===== src/rtl/serial_pattern_tx_if.sv =====
`default_nettype none
// ============================================================================
//  Module      : serial_pattern_tx_if
//  Description : Request/stream bundle between a pattern source controller
//                and the serial_pattern_tx transmitter.
//  Revision    : 1.0 - initial release
// ============================================================================
interface serial_pattern_tx_if #(
    parameter int WIDTH = 8
);
    logic             start;
    logic [1:0]       mode;
    logic [WIDTH-1:0] data;
    logic [3:0]       nbits;
    logic             hold;
    logic             dout;
    logic             dvalid;
    logic             busy;
    logic             done;
    logic             err;

    // Controller / consumer side
    modport master (
        output start, mode, data, nbits, hold,
        input  dout, dvalid, busy, done, err
    );

    // Transmitter side
    modport slave (
        input  start, mode, data, nbits, hold,
        output dout, dvalid, busy, done, err
    );
endinterface
`default_nettype wire


===== src/rtl/serial_pattern_tx.sv =====
`default_nettype none
// ============================================================================
//  Module      : serial_pattern_tx
//  Description : Serial pattern transmitter. Sends either a captured data
//                word MSB-first or an alternating 0/1 pattern, one bit per
//                consumed cycle, with consumer stall (hold), a one-cycle done
//                pulse and a one-cycle err pulse for rejected starts.
//  Revision    : 1.0 - initial release
// ============================================================================
module serial_pattern_tx #(
    parameter int WIDTH = 8
) (
    input  wire logic            clk,
    input  wire logic            reset,
    serial_pattern_tx_if.slave   bus
);

    localparam logic [1:0] c_mode_data = 2'b00;
    localparam logic [1:0] c_mode_alt1 = 2'b10;
    localparam logic [1:0] c_mode_rsvd = 2'b11;
    localparam logic [3:0] c_width     = 4'(WIDTH);

    typedef enum logic [1:0] {
        IDLE = 2'd0,
        SEND = 2'd1,
        DONE = 2'd2
    } state_t;

    state_t           r_state;
    logic [3:0]       r_cnt;
    logic [WIDTH-1:0] r_shift;
    logic [1:0]       r_mode;
    logic             r_dout;
    logic             r_done;
    logic             r_err;

    logic             w_illegal;
    logic [3:0]       w_eff_nbits;

    // Start legality and effective length; data mode is clipped to the word width
    always_comb begin
        w_illegal   = (bus.nbits == 4'd0) || (bus.mode == c_mode_rsvd);
        w_eff_nbits = bus.nbits;
        if ((bus.mode == c_mode_data) && (bus.nbits > c_width)) begin
            w_eff_nbits = c_width;
        end
    end

    // Transmit state machine; dout, done and err are all registered here
    always_ff @(posedge clk) begin
        if (!reset) begin
            r_state <= IDLE;
            r_cnt   <= 4'd0;
            r_shift <= '0;
            r_mode  <= 2'b00;
            r_dout  <= 1'b0;
            r_done  <= 1'b0;
            r_err   <= 1'b0;
        end else begin
            r_done <= 1'b0;
            r_err  <= 1'b0;
            case (r_state)
                IDLE: begin
                    if (bus.start) begin
                        if (w_illegal) begin
                            r_err <= 1'b1;
                        end else begin
                            r_state <= SEND;
                            r_mode  <= bus.mode;
                            r_cnt   <= w_eff_nbits;
                            if (bus.mode == c_mode_data) begin
                                // First bit goes straight to dout; the rest wait in the shifter
                                r_dout  <= bus.data[WIDTH-1];
                                r_shift <= {bus.data[WIDTH-2:0], 1'b0};
                            end else begin
                                r_dout  <= (bus.mode == c_mode_alt1);
                                r_shift <= '0;
                            end
                        end
                    end
                end
                SEND: begin
                    if (!bus.hold) begin
                        if (r_cnt == 4'd1) begin
                            r_state <= DONE;
                            r_done  <= 1'b1;
                            r_dout  <= 1'b0;
                            r_cnt   <= 4'd0;
                            r_shift <= '0;
                        end else begin
                            r_cnt <= r_cnt - 4'd1;
                            if (r_mode == c_mode_data) begin
                                r_dout  <= r_shift[WIDTH-1];
                                r_shift <= {r_shift[WIDTH-2:0], 1'b0};
                            end else begin
                                r_dout <= ~r_dout;
                            end
                        end
                    end
                end
                DONE: begin
                    r_state <= IDLE;
                end
                default: begin
                    r_state <= IDLE;
                    r_dout  <= 1'b0;
                end
            endcase
        end
    end

    assign bus.dout   = r_dout;
    assign bus.dvalid = (r_state == SEND) && !bus.hold;
    assign bus.busy   = (r_state != IDLE);
    assign bus.done   = r_done;
    assign bus.err    = r_err;

endmodule
`default_nettype wire


===== src/flat_wrapper.sv =====
// flat-port wrapper written by rule: the top's interface ports become plain ports
module serial_pattern_tx_flat 
#(
    parameter int WIDTH = 8
)
  (clk, reset, bus_start, bus_mode, bus_data, bus_nbits, bus_hold, bus_dout, bus_dvalid, bus_busy, bus_done, bus_err);
  serial_pattern_tx_if #(.WIDTH(WIDTH)) bus_i ();
  input  wire logic clk;
  input  wire logic reset;
  input wire logic [$bits(bus_i.start)-1:0] bus_start;
  input wire logic [$bits(bus_i.mode)-1:0] bus_mode;
  input wire logic [$bits(bus_i.data)-1:0] bus_data;
  input wire logic [$bits(bus_i.nbits)-1:0] bus_nbits;
  input wire logic [$bits(bus_i.hold)-1:0] bus_hold;
  output wire logic [$bits(bus_i.dout)-1:0] bus_dout;
  output wire logic [$bits(bus_i.dvalid)-1:0] bus_dvalid;
  output wire logic [$bits(bus_i.busy)-1:0] bus_busy;
  output wire logic [$bits(bus_i.done)-1:0] bus_done;
  output wire logic [$bits(bus_i.err)-1:0] bus_err;
  assign bus_i.start = bus_start;
  assign bus_i.mode = bus_mode;
  assign bus_i.data = bus_data;
  assign bus_i.nbits = bus_nbits;
  assign bus_i.hold = bus_hold;
  assign bus_dout = bus_i.dout;
  assign bus_dvalid = bus_i.dvalid;
  assign bus_busy = bus_i.busy;
  assign bus_done = bus_i.done;
  assign bus_err = bus_i.err;
  serial_pattern_tx #(.WIDTH(WIDTH)) u_core (.clk(clk), .reset(reset), .bus(bus_i));
endmodule

===== config.mk =====
export PLATFORM = sky130hd
export DESIGN_NAME = serial_pattern_tx_flat
export DESIGN_NICKNAME = d
export VERILOG_FILES = /design/src/rtl/serial_pattern_tx_if.sv /design/src/rtl/serial_pattern_tx.sv /design/src/flat_wrapper.sv
export SDC_FILE = /design/constraint.sdc
export NUM_CORES = 1
export LEC_CHECK = 0
export ABC_CLOCK_PERIOD_IN_PS = 1600
export BUFFER_PORTS_ARGS = -buffer_cell sky130_fd_sc_hd__buf_2
export CAP_MARGIN = 20
export CORE_AREA = 2 2 49 51
export DETAILED_ROUTE_END_ITERATION = 8
export DIE_AREA = 0 0 51 53
export PLACE_DENSITY = 0.79
export SETUP_SLACK_MARGIN = 0.1
export SLEW_MARGIN = 30
export SYNTH_ARGS = -nofsm -noshare
export SYNTH_HDL_FRONTEND = slang
export SYNTH_SLANG_ARGS = --single-unit

===== constraint.sdc =====
create_clock -name clk -period 1.6 [get_ports clk]
set_input_delay 0.08 -clock clk [delete_from_list [all_inputs] [get_ports clk]]
set_output_delay 0.08 -clock clk [all_outputs]
set_load 0.02 [all_outputs]

======== Word-level counts from Yosys, hierarchy flattened ========
Index checks and enable logic that the tools add are counted.
cells by class
  add/sub/neg operators ................... 1
  $lt $le $gt $ge ......................... 1
  equal/unequal tests ..................... 10
  mux-type cells .......................... 27
  bitwise gates (word level) .............. 5
  reductions and logical operators ........ 17
operators with widths
  operator             count
  $mux 8               6
  $mux 4               5
  $pmux 8 s2           1
  $reduce_and 4->1     3
  $mux 1               8
  $mux 2               4
  $pmux 4 s2           1
  $eq 2x2->1 const B   3
  $logic_not 2->1      3
  $ne 2x2->1 const B   3
  $reduce_and 3->1     2
  $not 1->1            5
  $reduce_and 5->1     1
  $eq 4x1->1 const B   1
  $gt 4x4->1 const B   1
  $logic_not 4->1      1
  $pmux 2 s2           1
  $reduce_bool 2->1    2
  $sub 4x1->4 const B  1
  $ne 3x1->1 const B   1
  $pmux 1 s3           1
  $reduce_or 3->1      1
  $eq 2x1->1 const B   1
  $logic_and 1x1->1    2
  3 further kinds      3
word-level totals
  register bits after elaboration ......... 19
  input port bits ......................... 18
  output and inout bits ................... 5
  logic and storage cells ................. 68

======== Depth between registers and ports, before layout ========
  depth in word-level cells ............... 6
  mapped depth ............................ 7
  mapped depth without buffers ............ 6

======== Worst setup path after synthesis ========
No wires, ideal clock.
  path type ............................... reg2reg
  from .................................... register u_core.r_cnt[1]
  to ...................................... register u_core.r_shift[4]
  setup time .............................. 0.091 ns
  arrival time ............................ 1.571 ns
  required time ........................... 1.509 ns
  path slack .............................. -0.062 ns
  cell stages (with the launch flop) ...... 8
  path buffers ............................ 1
  period minus slack after synthesis ...... 1.662 ns
  cells stage by stage .................... dfxtp_1 -> inv_1 -> ha_1 -> or3b_2 -> nand3_1 -> buf_2 -> a21oi_1 -> a311oi_1
between the ends
  longest elaborated chain between the ends .. 4
  elaborated cells on any way between the ends .. 6
  those cells by class .................... 2 x eq/ne; 3 x mux; 1 x reduce/logical
RTL lines
  item                    RTL line                 source
  start, declared         serial_pattern_tx.sv:30  logic [3:0] r_cnt;
  start signal, assigned  serial_pattern_tx.sv:70  r_cnt <= w_eff_nbits;
  start signal, assigned  serial_pattern_tx.sv:91  r_cnt <= r_cnt - 4'd1;
  $eq 4x1->1 (*)          serial_pattern_tx.sv:84  if (r_cnt == 4'd1) begin
  $mux 8                  serial_pattern_tx.sv:84
  $mux 8                  serial_pattern_tx.sv:83  if (!bus.hold) begin
  $pmux 8 s2              serial_pattern_tx.sv:62  case (r_state)
  end signal, assigned    serial_pattern_tx.sv:74  r_shift <= {bus.data[WIDTH-2:0], 1'b0};
  end signal, assigned    serial_pattern_tx.sv:94  r_shift <= {r_shift[WIDTH-2:0], 1'b0};
  end, declared           serial_pattern_tx.sv:31  logic [WIDTH-1:0] r_shift;
Every way passes the cells marked *; elsewhere a longest branch is shown, timed or not. The select of a mux whose other input is x is not followed.
A chain may end at the register's enable or synchronous reset.

======== Final worst setup path ========
  from .................................... register u_core.r_cnt[1]
  to ...................................... register u_core.r_shift[6]
Same word-level chain as after synthesis.

==> results.py <==
metrics = {
    "route": {
        "viasPerCell": 6.006,
        "first_iter_violations": 32,
        "antenna_left": 0,
        "drc": 0,
        "drt_wl_total_mm": 2.760,
        "top_layer": "met4",
        "wl_met2_mm": 1.385,
        "wl_met3_um": 133,
        "vias": 985,
        "met1Wirelength_mm": 1.127,
        "dr.pass1.iters": 4,
        "routedWlPerCell_um": 16.83,
    },
    "outcome": {
        "outcome": "complete, no violations",
    },
    "global_route": {
        "grt_pass1_vias": 990,
        "grt_overflow": 0,
        "grt_pass1_wl_mm": 4.140,
        "antenna_found_initial": 0,
        "track_usage": 0.2094,
        "grt_max_degree": 17,
    },
    "synth": {
        "async_flop_share": 0,
        "yosysTopAreaCell": "dfxtp_1",
        "synth_top_family_by_area": "compound AO/OA/AOI/OAI gates",
        "synth-simple-area-share": 0.2228,
        "synth_top_area_frac": 0.3820,
        "synth_mux_area_frac": 0.02122,
        "synth_compound_area_frac": 0.2958,
        "synth_cells": 103,
        "synth_seq_area_share": 0.3820,
        "synthXorXnorAreaFrac": 0.009284,
        "synth.net_count": 123,
        "syn_area_per_cell_um2": 9.159,
        "ys.flop_type": "dfxtp_1",
        "yosys.area_share.adder": 0.02653,
        "synth-warning-count": 0,
        "synth.distinct_cells": 32,
        "ys_ff_latch": 18,
        "synth.area.top_cells": "dfxtp_1 (38%), a311oi_1 (7.4%), a21oi_1 (5.8%), a22oi_1 (4.8%), o21ai_0 (3.2%)",
        "synth_area_um2": 943.4,
        "synth_edf_count": 0,
    },
    "finish": {
        "final_common_cell": "buf_2",
        "final_area_um2": 1287,
        "final_nets": 157,
        "fill_cells": 175,
        "antennaDiodeCount": 0,
        "drive_above_1_share": 0.4412,
        "syn_to_final_growth_pct": 36.47,
        "final_cell_mix": "buf_2 (22), dfxtp_1 (14), buf_4 (10)",
        "finalCoreUtilization": 0.5993,
    },
    "critical_path": {
        "critPathCapture": "u_core.r_shift[6]$_SDFFE_PN0P_",
        "crit_arrival_ps": 1730,
        "timing_worst_setup_path_type": "reg2reg",
        "end_kind": "register",
        "cp-start-kind": "register",
        "ff2ff_path_depth": 6,
        "crit-reg2reg-launch": "u_core.r_cnt[1]$_SDFFE_PN0P_",
        "worstPathRequired_ps": 1810,
        "ff2ff_setup_slack_ps": 90,
        "startpoint": "u_core.r_cnt[1]$_SDFFE_PN0P_",
        "r2r_end": "u_core.r_shift[6]$_SDFFE_PN0P_",
        "crit_fanout": 6,
    },
    "timing": {
        "max-slew-margin-rel": 0.7005,
        "fmax_ghz": 0.6617,
        "setup_ws_ps": 88.80,
        "rsz0062_at_grt": "true",
        "finalMaxSlewViolations": 0,
        "final_hold_viol_count": 0,
        "fin_crit_sh": 0.9445,
        "period_needed_ps": 1511,
        "tightest_slew_ps": 448.8,
        "setup-violations-final": 0,
        "finClkSkew_ps": 11.41,
    },
    "placement": {
        "placed_area_um2": 1119,
        "hpwl_mm": 1.697,
        "globalplace.congestion": 0.8435,
        "dp_slack_ps": -49.29,
        "numPortBuffers": 22,
    },
    "clocking": {
        "cts_buffer_depth": 2,
        "root_buffer": "clkbuf_4",
        "clk_pin_slew_worst_paths_ps": 110,
        "cts.sinks": 18,
        "cts_tree": "yes",
        "insertion_delay_ps": 310,
        "numCtsBuffers": 3,
        "htree_levels": 1,
    },
    "die": {
        "row_count": 17,
        "core-area_um2": 2148,
        "io_pins": 23,
        "start_util": 0.4391,
        "die_h_um": 53,
        "die_w_um": 51,
        "fp.dieArea_um2": 2703,
    },
    "worst_hold_path": {
        "min-delay-path-class": "in2reg",
        "worstHoldPathCells": 3,
    },
    "power_and_ir_drop": {
        "p_per_area_nw_per_um2": 881.6,
        "p_total_mw": 1.135,
        "cellLeakagePower_nw": 0.5112,
        "ir_drop_mv": 0.5164,
    },
    "job": {
        "cap_viol_max_count": 0,
    },
}
## layer usage
layer | GRT usage | vias up
met1 | 0.2305 | 467
li1 | - | 467
met2 | 0.3420 | 38
met4 | 0.2072 | 0
met3 | 0.02825 | 13
met5 | 0 | -
## synthesized netlist by cell type (4+ instances only)
library cell / count
nor3_1: 5
a311oi_1: 8
a22oi_1: 6
a21oi_1: 11
dfxtp_1: 18
and3_1: 4
nor2b_1: 4
inv_1: 4
o21ai_0: 6
nor2_1: 6
## timing repair
item	4_1_cts	5_1_grt
setup endpoints to repair	11	14
gates cloned	1	0
setup buffers	3	2
hold buffers	0	0
pin swaps	2	8
gates resized for setup	7	13
## state kept, by name (all words and copies together), names as in the netlist
| register | flops |
|---|---|
| u_core.r_shift | 7 |
| u_core.r_state | 2 |
| u_core.r_cnt | 4 |
| u_core.r_mode | 2 |
| u_core.bus.err | 1 |
| u_core.bus.dout | 1 |
| u_core.bus.done | 1 |
## report_power, final
part,switching [mW],total (mW),internal [mW]
sequential,0.0372,0.524,0.487
clock,0.155,0.294,0.139
combinational,0.172,0.318,0.146
total,0.364,1.13,0.771
## through the flow
step	setup TNS [ps]	instances	hold slack (ps)
final	0	164	31.05
after floorplan	0	103	196.1
after detailed placement	-239.7	154	359.8
after global placement	0	154	356.7
after CTS	0	162	27.69
after global routing	0	164	34.55
## final cells by class
cell class | instances | area, µm² | area share
Clock buffer | 4 | 36.28 | 0.02818
Inverter | 4 | 15.01 | 0.01166
Multi-Input combinational cell | 78 | 648.1 | 0.5034
Sequential cell | 18 | 367.9 | 0.2857
Tap cell | 28 | 35.03 | 0.02721
Timing Repair Buffer | 32 | 185.2 | 0.1438
## kinds of logic (layout without fill, tap and decap cells)
logic type	count (synthesis)	in the layout
AOI/OAI and AO/OA	38	38
xor gates and xnor gates	1	1
adders and majority gates	2	2
buffers and inverters	8	40
DFF	18	18
muxes	2	2
and+or+nand+nor	34	35
## worst max-delay path, stage by stage (launching register included)
cell and delay, ps:
dfxtp_2 340, inv_2 70, ha_4 140, or3b_4 420, nand3_4 150, a21oi_1 80
a311oi_1 210
## worst min path at each step
stage | startpoint | to | slack [ps]
4_1_cts | reset | u_core.bus.err$_SDFF_PN0_ | 30
3_3_place_gp | bus_data[0] | u_core.r_shift[1]$_SDFFE_PN0P_ | 360
5_1_grt | reset | u_core.bus.err$_SDFF_PN0_ | 30
2_1_floorplan | reset | u_core.bus.err$_SDFF_PN0_ | 200
6_report | reset | u_core.bus.err$_SDFF_PN0_ | 30
3_5_place_dp | bus_data[0] | u_core.r_shift[1]$_SDFFE_PN0P_ | 360
No activity file was read; power rests on OpenSTA's default activity.
